$ cat src/rtl/ccd_capture_window.sv
// ccd_capture_window: D5M sensor capture front-end on the pixel clock.
//
// Registers the sensor pins once (r_*), runs a small arm/capture FSM on the
// registered FVAL edges, and emits cropped pixels from a second register stage.
// The delay from the iLVAL pin to oDVAL is therefore two cycles.
//
// Optional feature: define CCD_CAPTURE_DECIM_EN to enable Bayer-preserving 2x
// decimation, selected per frame by iDECIM. Without the macro, iDECIM is ignored.
//
// Ports:
//   iCLK, iRST                 pixel clock, synchronous active-high reset
//   iDATA, iFVAL, iLVAL        sensor pixel bus
//   iSTART / iEND / iSNAP      arm continuous / stop after frame / single frame
//   iDECIM                     2x decimation request (latched at frame start)
//   iX_START..iY_END           inclusive crop window (latched at frame start)
//   oDATA, oDVAL               output pixel (0 when not valid) and valid
//   oX_Cont, oY_Cont           sensor column/row of oDATA
//   oFrame_Cont                accepted-frame count (wraps)
//   oFRAME_DONE                1-cycle pulse at end of an accepted frame
//   oLINE_ERR                  sticky: a line of this frame had the wrong length
//   oBUSY                      FSM not idle
module ccd_capture_window #(
  parameter int unsigned DATA_W       = 12,
  parameter int unsigned COLUMN_WIDTH = 1280,
  parameter int unsigned CNT_W        = 16,
  parameter int unsigned FRAME_CNT_W  = 32
) (
  input  logic                   iCLK,
  input  logic                   iRST,
  input  logic [DATA_W-1:0]      iDATA,
  input  logic                   iFVAL,
  input  logic                   iLVAL,
  input  logic                   iSTART,
  input  logic                   iEND,
  input  logic                   iSNAP,
  input  logic                   iDECIM,
  input  logic [CNT_W-1:0]       iX_START,
  input  logic [CNT_W-1:0]       iX_END,
  input  logic [CNT_W-1:0]       iY_START,
  input  logic [CNT_W-1:0]       iY_END,
  output logic [DATA_W-1:0]      oDATA,
  output logic                   oDVAL,
  output logic [CNT_W-1:0]       oX_Cont,
  output logic [CNT_W-1:0]       oY_Cont,
  output logic [FRAME_CNT_W-1:0] oFrame_Cont,
  output logic                   oFRAME_DONE,
  output logic                   oLINE_ERR,
  output logic                   oBUSY
);

  localparam logic [CNT_W-1:0] ColW = CNT_W'(COLUMN_WIDTH);
  localparam logic [CNT_W-1:0] XMax = {CNT_W{1'b1}};

  typedef enum logic [1:0] {StIdle, StWait, StActive} state_e;

  // Stage 1: plain pin registers. They keep sampling during reset so that a
  // frame already in progress when reset is released is never seen as a fresh
  // FVAL rising edge (no partial frames after reset).
  logic [DATA_W-1:0] r_data_q;
  logic              r_fval_q, r_lval_q;
  logic              fval_prev_q, lval_prev_q;

  always_ff @(posedge iCLK) begin
    r_data_q    <= iDATA;
    r_fval_q    <= iFVAL;
    r_lval_q    <= iLVAL;
    fval_prev_q <= r_fval_q;
    lval_prev_q <= r_lval_q;
  end

  logic fval_rise, fval_fall, lval_fall;
  assign fval_rise = r_fval_q & ~fval_prev_q;
  assign fval_fall = ~r_fval_q & fval_prev_q;
  assign lval_fall = ~r_lval_q & lval_prev_q;

  // Control state
  state_e                 state_q;
  logic                   cont_q, stop_q;
  logic [FRAME_CNT_W-1:0] frame_cnt_q;
  logic                   done_q;
  logic [CNT_W-1:0]       xs_q, xe_q, ys_q, ye_q;

  // Mode flags after this cycle's commands; iEND beats iSTART.
  logic cont_nx, stop_nx;
  always_comb begin
    cont_nx = cont_q;
    stop_nx = stop_q;
    if (iEND) begin
      stop_nx = 1'b1;
    end else if (iSTART) begin
      cont_nx = 1'b1;
      stop_nx = 1'b0;
    end
  end

  logic frame_start;
  assign frame_start = (state_q == StWait) & fval_rise & ~iEND;

`ifdef CCD_CAPTURE_DECIM_EN
  logic decim_q;
  always_ff @(posedge iCLK) begin
    if (iRST) begin
      decim_q <= 1'b0;
    end else if (frame_start) begin
      decim_q <= iDECIM;
    end
  end
`else
  logic unused_decim;
  assign unused_decim = iDECIM;
`endif

  always_ff @(posedge iCLK) begin
    if (iRST) begin
      state_q     <= StIdle;
      cont_q      <= 1'b0;
      stop_q      <= 1'b0;
      frame_cnt_q <= '0;
      done_q      <= 1'b0;
      xs_q        <= '0;
      xe_q        <= '0;
      ys_q        <= '0;
      ye_q        <= '0;
    end else begin
      done_q <= 1'b0;
      unique case (state_q)
        StIdle: begin
          if (iEND) begin
            state_q <= StIdle;
          end else if (iSTART) begin
            state_q <= StWait;
            cont_q  <= 1'b1;
            stop_q  <= 1'b0;
          end else if (iSNAP) begin
            state_q <= StWait;
            cont_q  <= 1'b0;
            stop_q  <= 1'b0;
          end
        end
        StWait: begin
          if (iEND) begin
            state_q <= StIdle;
            cont_q  <= 1'b0;
            stop_q  <= 1'b0;
          end else begin
            cont_q <= cont_nx;
            stop_q <= stop_nx;
            if (fval_rise) begin
              state_q     <= StActive;
              frame_cnt_q <= frame_cnt_q + FRAME_CNT_W'(1);
              xs_q        <= iX_START;
              xe_q        <= iX_END;
              ys_q        <= iY_START;
              ye_q        <= iY_END;
            end
          end
        end
        StActive: begin
          cont_q <= cont_nx;
          stop_q <= stop_nx;
          if (fval_fall) begin
            done_q <= 1'b1;
            if (cont_nx & ~stop_nx) begin
              state_q <= StWait;
            end else begin
              state_q <= StIdle;
              cont_q  <= 1'b0;
              stop_q  <= 1'b0;
            end
          end
        end
        default: state_q <= StIdle;
      endcase
    end
  end

  // Position counters and line-length check
  logic [CNT_W-1:0] x_q, y_q;
  logic             err_q;

  always_ff @(posedge iCLK) begin
    if (iRST) begin
      x_q   <= '0;
      y_q   <= '0;
      err_q <= 1'b0;
    end else if (frame_start) begin
      x_q   <= '0;
      y_q   <= '0;
      err_q <= 1'b0;
    end else if (state_q == StActive) begin
      if (lval_fall) begin
        x_q <= '0;
        y_q <= y_q + CNT_W'(1);
        if (x_q != ColW) begin
          err_q <= 1'b1;
        end
      end else if (r_lval_q && (x_q != XMax)) begin
        x_q <= x_q + CNT_W'(1);
      end
    end
  end

  // Pixel qualification against the latched window
  logic decim_ok, pix_ok;
`ifdef CCD_CAPTURE_DECIM_EN
  assign decim_ok = ~decim_q | (~x_q[1] & ~y_q[1]);
`else
  assign decim_ok = 1'b1;
`endif

  assign pix_ok = (state_q == StActive) & r_lval_q & (x_q < ColW) &
                  (x_q >= xs_q) & (x_q <= xe_q) & (y_q >= ys_q) & (y_q <= ye_q) & decim_ok;

  // Stage 2: registered pixel outputs
  logic [DATA_W-1:0] data_q;
  logic              dval_q;
  logic [CNT_W-1:0]  ox_q, oy_q;

  always_ff @(posedge iCLK) begin
    if (iRST) begin
      data_q <= '0;
      dval_q <= 1'b0;
      ox_q   <= '0;
      oy_q   <= '0;
    end else begin
      dval_q <= pix_ok;
      data_q <= pix_ok ? r_data_q : '0;
      ox_q   <= pix_ok ? x_q : '0;
      oy_q   <= pix_ok ? y_q : '0;
    end
  end

  assign oDATA       = data_q;
  assign oDVAL       = dval_q;
  assign oX_Cont     = ox_q;
  assign oY_Cont     = oy_q;
  assign oFrame_Cont = frame_cnt_q;
  assign oFRAME_DONE = done_q;
  assign oLINE_ERR   = err_q;
  assign oBUSY       = (state_q != StIdle);

endmodule

$ cat config.mk
export PLATFORM = sky130hd
export DESIGN_NAME = ccd_capture_window
export DESIGN_NICKNAME = d
export VERILOG_FILES = /design/src/rtl/ccd_capture_window.sv
export SDC_FILE = /design/constraint.sdc
export NUM_CORES = 1
export LEC_CHECK = 0
export CORE_MARGIN = 3
export CORE_UTILIZATION = 47
export CTS_CLUSTER_DIAMETER = 80
export DETAILED_ROUTE_END_ITERATION = 6
export PLACE_DENSITY = 0.73
export SYNTH_ARGS = -nofsm -noshare
export SYNTH_HDL_FRONTEND = slang
export SYNTH_SLANG_ARGS = --single-unit
$ cat constraint.sdc
create_clock -name iCLK -period 2.4 [get_ports iCLK]
set_clock_uncertainty 0.15 [all_clocks]
set_input_delay 0.48 -clock iCLK [delete_from_list [all_inputs] [get_ports iCLK]]
set_output_delay 0.48 -clock iCLK [all_outputs]
set_load 0.1 [all_outputs]
==> results_dict.tcl, run 1 <==
set metrics [dict create \
    tightest_slew_ps 766 \
    cts_tree "yes" \
    syn2layout_area_growth_pct 39.7 \
    min_delay_worst_endpoint "lval_prev_q" \
    synth-main-ff-cell "dfxtp_1" \
    synth.area.top_cells "dfxtp_1 (45%), ha_1 (10%), nand2_1 (8.9%)" \
    netlist_instances 1035 \
    muxShareOfSynthArea_pct 0 \
    dp.cells 1450 \
    wirelength_met1_mm 10.6 \
    ctsHoldBuffers 0 \
    placed_cell_area_sq_mm 0.0109 \
    final_nets 1405 \
    setup_viol 19 \
    insertedDiodeCount 0 \
    portBuffers 162 \
    io-pin-count 164 \
    synth_top_family_by_area "simple AND/OR/NAND/NOR gates" \
    synth_common_cells "nand2_1 (206), dfxtp_1 (195), a21oi_1 (100)" \
    dr.pass1.iters 4 \
    finalCriticalPeriod_ps 2530 \
    ys_seq_elements 195 \
    hold_path.class "reg2reg" \
    cp-start-kind "flip-flop" \
    grt_usage_pct 21.4 \
    wire_per_inst_um 15.7 \
    core_sq_mm 0.0181 \
    synth_top_area_share_pct 44.9 \
    numCtsBuffers 17 \
    grt_max_degree 71 \
    critPathKind "reg2reg" \
    clk_pin_slew_ps 70 \
    syn_area_per_cell_sq_um 8.41 \
    synth.most_common_cell "nand2_1" \
    vias_per_cell 5.30 \
    synthSimpleGateAreaFrac_pct 24.4 \
    synthAdderAreaFrac_pct 10.4 \
    r2r-end "oX_Cont[7]" \
    wl_met2_mm 10.8 \
    critical_path_arrival_ps 2700 \
    drv_slew 0 \
    max_freq_mhz 395 \
    tns_ps -429 \
    rr_worst_depth 8 \
    die-height_um 142 \
    start_util_pct 48.1 \
    status "complete, but fails checks" \
    r2r_slack_ps -130 \
    top_layer_used "met4" \
    synth_top_area_cell "dfxtp_1" \
    syn-cell-area_sq_mm 0.00870 \
    fin_crit_sh_pct 106 \
    violations "setup timing" \
    wl_met3_mm 1.38 \
    die-area_sq_mm 0.0202 \
    final_util_pct 67.2 \
    slew_headroom_pct 49.0 \
    crit_path_end_kind "flip-flop" \
    drv_cap 0 \
    drt-total-wl_mm 23.3 \
    p_leak_nw 4.74 \
    design_area_sq_mm 0.0122 \
    dp_hpwl_mm 15.4 \
    antenna_found_initial 0 \
    hold_viol_final 0 \
    crit-reg2reg-launch "xe_q[13]" \
    drive_gt1_share_pct 24.0 \
    cts_buffer_depth 2 \
    grt_pass1_wl_mm 35.3 \
    ys_async_sr_fraction_pct 0 \
    yosysWarnings 0 \
    setup_ws_ps -135 \
    hold_depth 0 \
    clock-sinks 195 \
    required_ps 2560 \
    grt_overflow 0 \
    clock_latency_ps 440 \
    synth_cell_type_count 56 \
    p_total_mw 6.98 \
    crit_fanout 20 \
    via_count 7896 \
    routabilityCongestion 0.837 \
    ys_seq_area_share_pct 44.9 \
    first_iter_violations 429 \
    grt_pass1_vias 7437 \
    min-delay-start "r_lval_q" \
    drc 0 \
    chipWidth_um 142 \
    synthXorXnorAreaFrac_pct 5.54 \
    synth_compound_area_share_pct 9.33 \
    synth_edf_count 0 \
    vdd_drop_max_uv 483 \
    n_fill_cell 1463 \
    power_density_mw_per_mm2 574 \
    finalNonFillerCells 1491 \
    rsz0062_at_grt "true" \
    ant_nets 0 \
    htreeDepth 4 \
    clock-root-buffer "clkbuf_16" \
    row_count 49 \
]
[power breakdown]
group          leakage, nW  switching [mW]  internal [mW]
clock network        0.290            1.35           1.53
logic                 2.85           0.451          0.350
registers             1.60          0.0197           3.27
[cell families after synthesis]
kind of cell | Yosys count
AO/OA/AOI/OAI | 145
adder cells (fa/ha/maj) | 72
flip-flops | 195
buffers and inverters | 126
XOR/XNOR | 55
AND/OR/NAND/NOR | 441
other | 1
[sequential cells by signal, summed over array words and instances, names as in the netlist, 2 cells and up]
register and cells:
oFrame_Cont 32, oX_Cont 16, oY_Cont 16, x_q 16, xe_q 16, xs_q 16
y_q 16, ye_q 16, ys_q 16, oDATA 12, r_data_q 12, state_q 2
[critical path, stage by stage, from the launching register on]
cell and delay (ps):
dfxtp_2 330, inv_1 60, ha_4 260, nand4_1 130
buf_4 170, o41ai_4 430, o221ai_4 260, clkbuf_16 260
nor4_1 350
[how the worst max path moves through the flow]
stage	start	end	slack, ps
floorplan	oFrame_Cont[21]	oFrame_Cont[28]	30
global placement	iEND	oFrame_Cont[31]	-130
detailed placement	y_q[11]	oDATA[10]	-180
CTS	ye_q[14]	oX_Cont[5]	-40
global route	ye_q[15]	oX_Cont[7]	-200
finish	xe_q[13]	oX_Cont[7]	-130
[layout by cell type (no fill, tap or decap), types with 26 or more instances in the layout]
cell type | netlist | layout
nand2_1 | 206 | 206
xor2_1 | 36 | 36
buf_4 | 0 | 146
clkdlybuf4s50_1 | 0 | 81
dfxtp_1 | 195 | 152
dfxtp_2 | 0 | 43
ha_1 | 72 | 60
nand4_1 | 26 | 26
inv_1 | 77 | 70
nor2_1 | 74 | 73
a21oi_1 | 100 | 93
[cell type report]
type	instances	area, sq um	area share [%]
Clock inverter	12	140	1.15
Multi-Input combinational cell	718	4850	39.9
Sequential cell	195	3960	32.6
Tap cell	229	287	2.36
Timing Repair Buffer	240	2180	17.9
Inverter	77	289	2.38
Clock buffer	20	457	3.76
[repair_timing]
item	4_1_cts	5_1_grt
gates cloned	0	5
gates resized for setup	9	97
buffers inserted	0	5
pin swaps	1	14
setup endpoints to repair	40	40
[per-stage QoR]
| stage | hold slack (ps) | setup slack [ps] |
|---|---|---|
| after detailed placement | 233 | -176 |
| after floorplan | 213 | 25.6 |
| final | 242 | -135 |
| after CTS | 243 | -36.0 |
| after global placement | 223 | -129 |
| after global routing | 249 | -196 |
[per-layer routing]
layer | up-vias | GRT usage [%]
li1 | 3925 | -
met1 | 3698 | 28.2
met2 | 233 | 34.5
met3 | 40 | 5.11
met4 | 0 | 7.07
met5 | - | 0
(Power assumes the default switching activity.)
==> inputs of run 2 (changes only) <==
--- a/config.mk
+++ b/config.mk
@@ -10,6 +10,7 @@
 export CTS_CLUSTER_DIAMETER = 80
 export DETAILED_ROUTE_END_ITERATION = 6
 export PLACE_DENSITY = 0.73
+export SKIP_CTS_REPAIR_TIMING = 1
 export SYNTH_ARGS = -nofsm -noshare
 export SYNTH_HDL_FRONTEND = slang
 export SYNTH_SLANG_ARGS = --single-unit
==> run 2 against run 1 <==
The run still ends with setup timing left. Non-clock buffer count fell by 1. Final area decreased by 1.8%. Clock-buffer cell count did not move. Combinational power down 7.6%. Cell count barely moved. Routed wire length down 2.2%. Core utilization shrank 1.2 points. Critical endpoint unchanged.
==> results_dict.tcl, run 2 (synthesis results as in run 1) <==
set metrics [dict create \
    final_nets 1404 \
    n_fill_cell 1510 \
    fin_crit_sh_pct 104 \
    numCtsBuffers 17 \
    io-pin-count 164 \
    tightest_slew_ps 771 \
    routabilityCongestion 0.837 \
    wire_per_inst_um 15.3 \
    violations "setup timing" \
    critPathKind "reg2reg" \
    cts_buffer_depth 2 \
    grt_overflow 0 \
    setup_ws_ps -84.0 \
    first_iter_violations 425 \
    start_util_pct 48.1 \
    grt_usage_pct 21.3 \
    via_count 7814 \
    p_leak_nw 4.69 \
    drive_gt1_share_pct 21.6 \
    finalNonFillerCells 1490 \
    hold_path.class "reg2reg" \
    setup_viol 34 \
    clock-sinks 195 \
    rsz0062_at_grt "true" \
    die-height_um 142 \
    hold_depth 0 \
    crit_path_end_kind "flip-flop" \
    finalCriticalPeriod_ps 2480 \
    chipWidth_um 142 \
    clock-root-buffer "clkbuf_16" \
    die-area_sq_mm 0.0202 \
    hold_viol_final 0 \
    seq_area_sq_mm 0.00395 \
    grt_max_degree 71 \
    cts_tree "yes" \
    largest_register_ffs 32 \
    dp.cells 1450 \
    drv_cap 0 \
    drt-total-wl_mm 22.8 \
    grt_pass1_vias 7418 \
    slew_headroom_pct 48.6 \
    portBuffers 162 \
    layout_commonest_cell "nand2_1" \
    drc 0 \
    critical_path_arrival_ps 2660 \
    p_total_mw 6.91 \
    crit_fanout 20 \
    drv_slew 0 \
    antenna_found_initial 0 \
    power_density_mw_per_mm2 579 \
    grt_pass1_wl_mm 35.2 \
    final_cell_mix "nand2_1 (206), dfxtp_1 (159), buf_4 (146)" \
    vias_per_cell 5.24 \
    tns_ps -880 \
    cp-start-kind "flip-flop" \
    status "complete, but fails checks" \
    max_freq_mhz 403 \
    final_util_pct 66.0 \
    dp_hpwl_mm 15.4 \
    multiInputGateArea_sq_mm 0.00467 \
    syn2layout_area_growth_pct 37.2 \
    clock_latency_ps 440 \
    insertedDiodeCount 0 \
    htreeDepth 4 \
    row_count 49 \
    clk_pin_slew_ps 70 \
    core_sq_mm 0.0181 \
    vdd_drop_max_uv 518 \
    ant_nets 0 \
    dr.pass1.iters 5 \
    required_ps 2570 \
    rr_worst_depth 10 \
]
[run 2: cell types whose count changed in the layout (fill, tap and decap cells not counted), sizes merged]
cell    delta
buf        +1
clkbuf     -2
[run 2: report_power, final]
group          internal, mW  switching (mW)  total, mW
Combinational         0.330           0.412      0.741
Clock                  1.53            1.35       2.88
Sequential             3.27          0.0193       3.29
Total                  5.13            1.78       6.91
[run 2: worst paths after layout]
| path | startpoint | endpoint | slack, ps |
|---|---|---|---|
| hold / removal | r_lval_q | lval_prev_q | 240 |
| setup / recovery | xe_q[12] | oX_Cont[7] | -80 |
| setup reg to reg | xe_q[12] | oX_Cont[7] | -80 |
| hold reg to reg | r_lval_q | lval_prev_q | 240 |
[run 2: area by class of cell]
type | instances | share of cell area, %
Clock buffer | 20 | 3.82
Multi-Input combinational cell | 718 | 39.1
Clock inverter | 12 | 1.17
Timing Repair Buffer | 239 | 18.0
Sequential cell | 195 | 33.1
Inverter | 77 | 2.42
Tap cell | 229 | 2.40
[run 2: routing by layer]
layer | vias to the layer above | track usage, % | share of wire [%]
met2 | 220 | 34.4 | 46
met1 | 3647 | 28.2 | 46
li1 | 3916 | - | -
met3 | 31 | 5.11 | 6.2
met5 | - | 0 | 0
met4 | 0 | 7.07 | 1.8
[run 2: metrics by stage]
| stage | hold WS, ps | setup WS (ps) | instance area (sq um) |
|---|---|---|---|
| floorplan | 213 | 25.6 | 8740 |
| global placement | 223 | -129 | 10900 |
| detailed placement | 233 | -176 | 10900 |
| CTS | 243 | -199 | 11500 |
| global route | 249 | -191 | 11900 |
| finish | 242 | -84.0 | 11900 |
[run 2: critical path, stage by stage (launching register included)]
cell,delay [ps]
dfxtp_2,330
inv_1,40
ha_1,280
nand4_1,120
buf_4,130
inv_1,30
a221o_1,380
o41ai_4,90
o221ai_4,260
buf_12,230
nor4_1,320
